### src/rtl/main_control_pkg.sv
// Shared definitions for the multicycle main control FSM: states, opcodes, mux codes
// and the per-state output decode.
package main_control_pkg;

  typedef enum logic [4:0] {
    StRst, StFetch, StFetchWait, StIrLoad, StDecode, StMemAddr, StMemRead, StMemWait,
    StMemWb, StMemWrite, StRExec, StRWb, StAddiExec, StAddiWb, StBranch, StJump, StHalt
  } state_e;

  localparam logic [5:0] OpRType = 6'h00;
  localparam logic [5:0] OpLw    = 6'h23;
  localparam logic [5:0] OpSw    = 6'h2b;
  localparam logic [5:0] OpAddi  = 6'h08;
  localparam logic [5:0] OpBeq   = 6'h04;
  localparam logic [5:0] OpBne   = 6'h05;
  localparam logic [5:0] OpJ     = 6'h02;

  localparam logic [2:0] AluAdd   = 3'b000;
  localparam logic [2:0] AluSub   = 3'b001;
  localparam logic [2:0] AluFunct = 3'b010;

  localparam logic [1:0] SrcBReg   = 2'b00;
  localparam logic [1:0] SrcBFour  = 2'b01;
  localparam logic [1:0] SrcBImm   = 2'b10;
  localparam logic [1:0] SrcBImmSh = 2'b11;

  localparam logic [1:0] PcAlu    = 2'b00;
  localparam logic [1:0] PcAluOut = 2'b01;
  localparam logic [1:0] PcJump   = 2'b10;

  typedef struct packed {
    logic       pc_write;
    logic       iord;
    logic       mem_read;
    logic       mem_write;
    logic       ir_write;
    logic       reg_dst;
    logic       mem_to_reg;
    logic       reg_write;
    logic       alu_src_a;
    logic [1:0] alu_src_b;
    logic [1:0] pc_source;
    logic [2:0] alu_op;
    logic       halted;
  } ctrl_t;

  // Branch PCWrite is excluded here; it depends on Zero and is merged in the top.
  function automatic ctrl_t ctrl_decode(input state_e st);
    ctrl_t c;
    c = '0;
    case (st)
      StFetch: c.mem_read = 1'b1;
      StFetchWait, StMemWait: c.mem_read = 1'b1;
      StIrLoad: begin
        c.ir_write  = 1'b1;
        c.pc_write  = 1'b1;
        c.alu_src_b = SrcBFour;
        c.alu_op    = AluAdd;
        c.pc_source = PcAlu;
      end
      StDecode: c.alu_src_b = SrcBImmSh;
      StMemAddr, StAddiExec: begin
        c.alu_src_a = 1'b1;
        c.alu_src_b = SrcBImm;
        c.alu_op    = AluAdd;
      end
      StMemRead: begin
        c.iord     = 1'b1;
        c.mem_read = 1'b1;
      end
      StMemWb: begin
        c.mem_to_reg = 1'b1;
        c.reg_write  = 1'b1;
      end
      StMemWrite: begin
        c.iord      = 1'b1;
        c.mem_write = 1'b1;
      end
      StRExec: begin
        c.alu_src_a = 1'b1;
        c.alu_src_b = SrcBReg;
        c.alu_op    = AluFunct;
      end
      StRWb: begin
        c.reg_dst   = 1'b1;
        c.reg_write = 1'b1;
      end
      StAddiWb: c.reg_write = 1'b1;
      StBranch: begin
        c.alu_src_a = 1'b1;
        c.alu_src_b = SrcBReg;
        c.alu_op    = AluSub;
        c.pc_source = PcAluOut;
      end
      StJump: begin
        c.pc_source = PcJump;
        c.pc_write  = 1'b1;
      end
      StHalt: c.halted = 1'b1;
      default: c = '0;
    endcase
    return c;
  endfunction

endpackage

### src/rtl/main_control.sv
// Multicycle MIPS-style main control FSM with a configurable memory-wait counter.
// Optional bne support is enabled by defining MAIN_CONTROL_BNE_EN.
module main_control
  import main_control_pkg::*;
#(
  parameter int unsigned MEM_WAIT = 1
) (
  input  logic       clk,
  input  logic       reset,
  input  logic [5:0] Opcode,
  input  logic       Break,
  input  logic       Zero,
  output logic [2:0] ALUOp,
  output logic       PCWrite,
  output logic       IorD,
  output logic       MemRead,
  output logic       MemWrite,
  output logic       IRWrite,
  output logic       RegDst,
  output logic       MemtoReg,
  output logic       RegWrite,
  output logic       ALUSrcA,
  output logic [1:0] ALUSrcB,
  output logic [1:0] PCSource,
  output logic       Halted
);

  localparam logic [2:0] WaitInit = 3'(MEM_WAIT);

  state_e     state_q, state_d;
  logic [2:0] cnt_q, cnt_d;
  ctrl_t      ctrl_q;
  logic       branch_taken;

  always_comb begin
    state_d = state_q;
    cnt_d   = cnt_q;
    case (state_q)
      StRst: state_d = StFetch;
      StFetch: begin
        cnt_d   = WaitInit;
        state_d = (WaitInit == 3'd0) ? StIrLoad : StFetchWait;
      end
      // Counter stops at 1 so it never wraps.
      StFetchWait: begin
        if (cnt_q <= 3'd1) state_d = StIrLoad;
        else               cnt_d   = cnt_q - 3'd1;
      end
      StIrLoad: state_d = StDecode;
      StDecode: begin
        case (Opcode)
          OpRType:    state_d = Break ? StHalt : StRExec;
          OpLw, OpSw: state_d = StMemAddr;
          OpAddi:     state_d = StAddiExec;
          OpBeq:      state_d = StBranch;
`ifdef MAIN_CONTROL_BNE_EN
          OpBne:      state_d = StBranch;
`endif
          OpJ:        state_d = StJump;
          default:    state_d = StFetch;
        endcase
      end
      StMemAddr: begin
        if (Opcode == OpLw)      state_d = StMemRead;
        else if (Opcode == OpSw) state_d = StMemWrite;
        else                     state_d = StFetch;
      end
      StMemRead: begin
        cnt_d   = WaitInit;
        state_d = (WaitInit == 3'd0) ? StMemWb : StMemWait;
      end
      StMemWait: begin
        if (cnt_q <= 3'd1) state_d = StMemWb;
        else               cnt_d   = cnt_q - 3'd1;
      end
      StRExec:    state_d = StRWb;
      StAddiExec: state_d = StAddiWb;
      StHalt:     state_d = StHalt;
      StMemWb, StMemWrite, StRWb, StAddiWb, StBranch, StJump: state_d = StFetch;
      default:    state_d = StRst;
    endcase
  end

`ifdef MAIN_CONTROL_BNE_EN
  logic bne_q;
`endif

  always_ff @(posedge clk) begin
    if (reset) begin
      state_q <= StRst;
      cnt_q   <= 3'd0;
      ctrl_q  <= '0;
`ifdef MAIN_CONTROL_BNE_EN
      bne_q   <= 1'b0;
`endif
    end else begin
      state_q <= state_d;
      cnt_q   <= cnt_d;
      ctrl_q  <= ctrl_decode(state_d);
`ifdef MAIN_CONTROL_BNE_EN
      if (state_q == StDecode) bne_q <= (Opcode == OpBne);
`endif
    end
  end

`ifdef MAIN_CONTROL_BNE_EN
  assign branch_taken = Zero ^ bne_q;
`else
  assign branch_taken = Zero;
`endif

  assign PCWrite  = ctrl_q.pc_write | ((state_q == StBranch) & branch_taken);
  assign IorD     = ctrl_q.iord;
  assign MemRead  = ctrl_q.mem_read;
  assign MemWrite = ctrl_q.mem_write;
  assign IRWrite  = ctrl_q.ir_write;
  assign RegDst   = ctrl_q.reg_dst;
  assign MemtoReg = ctrl_q.mem_to_reg;
  assign RegWrite = ctrl_q.reg_write;
  assign ALUSrcA  = ctrl_q.alu_src_a;
  assign ALUSrcB  = ctrl_q.alu_src_b;
  assign PCSource = ctrl_q.pc_source;
  assign ALUOp    = ctrl_q.alu_op;
  assign Halted   = ctrl_q.halted;

endmodule

### config.mk
export PLATFORM = sky130hd
export DESIGN_NAME = main_control
export DESIGN_NICKNAME = d
export VERILOG_FILES = /design/src/rtl/main_control_pkg.sv /design/src/rtl/main_control.sv
export SDC_FILE = /design/constraint.sdc
export NUM_CORES = 1
export LEC_CHECK = 0
export ABC_AREA = 1
export BUFFER_PORTS_ARGS = -buffer_cell sky130_fd_sc_hd__buf_4
export CAP_MARGIN = 20
export CELL_PAD_IN_SITES_DETAIL_PLACEMENT = 0
export CELL_PAD_IN_SITES_GLOBAL_PLACEMENT = 1
export CORE_MARGIN = 5
export CORE_UTILIZATION = 37
export DETAILED_ROUTE_END_ITERATION = 6
export GPL_ROUTABILITY_DRIVEN = 0
export PLACE_DENSITY = 0.76
export SLEW_MARGIN = 25
export SYNTH_ARGS = -nofsm -noshare
export SYNTH_HDL_FRONTEND = slang
export SYNTH_SLANG_ARGS = --single-unit
### constraint.sdc
create_clock -name clk -period 1.85 [get_ports clk]
set_input_delay 0.185 -clock clk [delete_from_list [all_inputs] [get_ports clk]]
set_output_delay 0.185 -clock clk [all_outputs]
set_load 0.05 [all_outputs]
==> flow_summary_export.csv <==
group,metric,value,unit
status,status,"complete, no violations",
grt,antenna_found_initial,0,
critical_path,worstReg2RegStart,"cnt_q[1]",
critical_path,rrSetupSlack,0.16,ns
timing,rsz0062_at_grt,"false",
pwr,power_frac_seq,38.3,%
floorplan,die_area,5080,um^2
routing,wl,3.18,mm
floorplan,fp.dieH,71.2,um
timing,min_period,1.69,ns
pwr,swShare,42.0,%
critical_path,crit_fanout,4,
timing,drv_slew,0,
timing,hold_viol,0,
yosys,synthDistinctLibCells,26,
pwr,ir_drop,0.485,mV
finish,fillCellCount,391,
yosys,synth_common_cells,"nor2_1 (37), nand2_1 (29), nand3_1 (26)",
floorplan,coreArea,3660,um^2
finish,regArea,460,um^2
hold_path,worstHoldStart,"reset",
yosys,synth_top_cell_area_share,33.2,%
routing,drt_iter0_drc,52,
place,dp_slack,0.164,ns
pwr,powerDensity,951,nW/um^2
yosys,yosys-top-cells-area,"dfxtp_1 (33%), nor2_1 (10%), nand3_1 (9.4%)",
critical_path,endpoint_kind,"flip-flop",
timing,fin_skew,0.00984,ns
hold_path,hold-path-cell-count,2,
yosys,yosysTopAreaCell,"dfxtp_1",
timing,period_share,91.3,%
pwr,internal_power,0.902,mW
critical_path,startpoint_type,"flip-flop",
place,io_buffers,25,
routing,viasPerCell,4.64,
place,hpwl,2.60,mm
floorplan,die_w,71.2,um
critical_path,crit_required,2.04,ns
cts,cts_buffer_depth,2,
cts,htreeDepth,1,
critical_path,ff2ff_path_depth,12,
floorplan,initial_core_util,37.9,%
critical_path,setup.worst_path.start,"cnt_q[1]",
pwr,totalPowerFinal,1.56,mW
grt,grt_pass1_wl,5.26,mm
pwr,pwr-share-clk,19.7,%
yosys,synth_flop_cell,"dfxtp_1",
critical_path,path_class,"flip-flop to flip-flop",
cts,clk-insertion-delay-late,0.26,ns
routing,drtPass1Iterations,4,
yosys,synth.most_common_cell,"nor2_1",
critical_path,arrival,1.88,ns
hold_path,hold_class,"primary input to flip-flop",
finish,multiInputGateArea,748,um^2
timing,fin_ws,0.162,ns
cts,path_clk_slew,0.08,ns
yosys,synth_area,1390,um^2
routing,drc,0,
grt,grt_pass1_vias,1217,
pwr,combPwrFrac,42.0,%
yosys,postSynthAreaPerCell,6.67,um^2
yosys,syn-num-nets,220,
routing,vias,1291,
routing,wl_per_cell,11.4,um
timing,hold_slack,0.222,ns
yosys,ys_seq_area_share,33.2,%
finish,final_nets,243,
grt,grt.total_usage,12.8,%
critical_path,reg2reg_to,"MemRead",
yosys,synth-seq-cells,23,
yosys,syn_inst,208,
pwr,p_leak,0.784,nW
flow_run,max-cap-violations,0,
cts,numCtsBuffers,3,
hold_path,hold_end,"MemRead",
timing,final.setup.tns,0,ns
timing,finalSetupViolCount,0,
yosys,ys_warn_count,0,
yosys,async_reset_ff_share,0,%
floorplan,row_count,22,
cts,cts_tree,"built",
grt,overflow,0,
routing,ant_nets,0,
finish,layout-drive-gt1-share,27.8,%
pwr,p_sw,0.654,mW
finish,antenna_cells,0,
yosys,synth_edf_count,0,
cts,cts_sinks,23,
cts,root_buffer,"clkbuf_8",
floorplan,io_pins,27,
timing,fmaxAchievable,592,MHz
grt,grt_start_max_net_pins,15,
finish,syn2layout_area_growth,17.9,%
## sequential cells by signal (all words and copies together), names as in the netlist
register / cells
ctrl_q: 1
RegWrite: 1
MemWrite: 1
state_q: 5
PCSource: 1
Halted: 1
ALUSrcB: 2
MemRead: 1
cnt_q: 3
IRWrite: 1
IorD: 1
ALUSrcA: 1
MemtoReg: 1
RegDst: 1
ALUOp: 2
## cells by family (layout without fill, tap and decap cells)
kind of cell	count (synthesis)	in the layout	synth area share, %
compound gates	18	18	7.67
fa+ha+maj	2	2	1.80
buf+inv	39	61	13.3
flops	23	23	33.2
other cells	1	1	0.270
simple gates	125	125	43.8
## worst max-delay path: stages, from the launching register on
cell and delay [ns]:
dfxtp_1 0.34, inv_1 0.10, ha_1 0.17, inv_1 0.04, o21ai_0 0.06, nand2_1 0.13
a21oi_2 0.18, nand3_1 0.14, nor2_4 0.15, nand2_2 0.09, inv_2 0.06, nand2_1 0.05
a21oi_2 0.11
## placed cells by master, fill, tap and decap left out, types with 5 or more instances in the layout
cell type | netlist | final
nor2_1 | 37 | 37
dfxtp_1 | 23 | 23
inv_1 | 24 | 23
nand2_1 | 29 | 29
inv_2 | 5 | 5
o21ai_0 | 6 | 6
nor3_1 | 5 | 5
buf_4 | 8 | 28
nand2_2 | 6 | 6
nor2_2 | 11 | 10
nand3_1 | 26 | 26
## layout make-up
class / instances / area share, %
sequential: 23 / 28.1
tap: 48 / 3.67
inverter: 29 / 6.88
multi-input combinational: 146 / 45.7
timing repair buffer: 28 / 12.8
clock buffer: 4 / 2.75
## worst max path at each step
stage,end,slack (ns),cells past startpoint
2_1_floorplan,MemRead,0.41,12
3_3_place_gp,MemRead,0.17,11
3_5_place_dp,MemRead,0.16,11
4_1_cts,MemRead,0.13,11
5_1_grt,MemRead,0.007,12
6_report,MemRead,0.16,12
## power by group through the flow
| stage | Combinational, mW | Sequential (mW) | Clock (mW) |
|---|---|---|---|
| after floorplan | 0.477 | 0.637 | 0 |
| after global placement | 0.651 | 0.608 | 0 |
| after detailed placement | 0.645 | 0.609 | 0 |
| after CTS | 0.648 | 0.597 | 0.316 |
| after global routing | 0.740 | 0.601 | 0.344 |
| final | 0.654 | 0.596 | 0.306 |
## metrics by stage
stage | instance area, um^2 | std cells | util [%]
3_3_place_gp | 1580 | 273 | 43.0
2_1_floorplan | 1390 | 208 | -
5_1_grt | 1640 | 278 | 44.7
6_report | 1640 | 278 | 44.7
4_1_cts | 1620 | 277 | 44.3
3_5_place_dp | 1580 | 273 | 43.0
## metal layers
| metal | GRT usage (%) | share of wire, % | wire length [um] |
|---|---|---|---|
| met1 | 17.0 | 48 | 1520 |
| met2 | 21.2 | 48 | 1520 |
| met4 | 1.88 | 0.53 | 17 |
| met5 | 0 | 0 | 0 |
| met3 | 3.23 | 3.9 | 125 |
## what timing repair did
action / CTS / global route
resized for setup: 0 / 2
hold buffers: 0 / 0
setup buffers: 0 / 1
endpoints found under the setup margin: 0 / 3
Power figures use the tool's default switching activity.
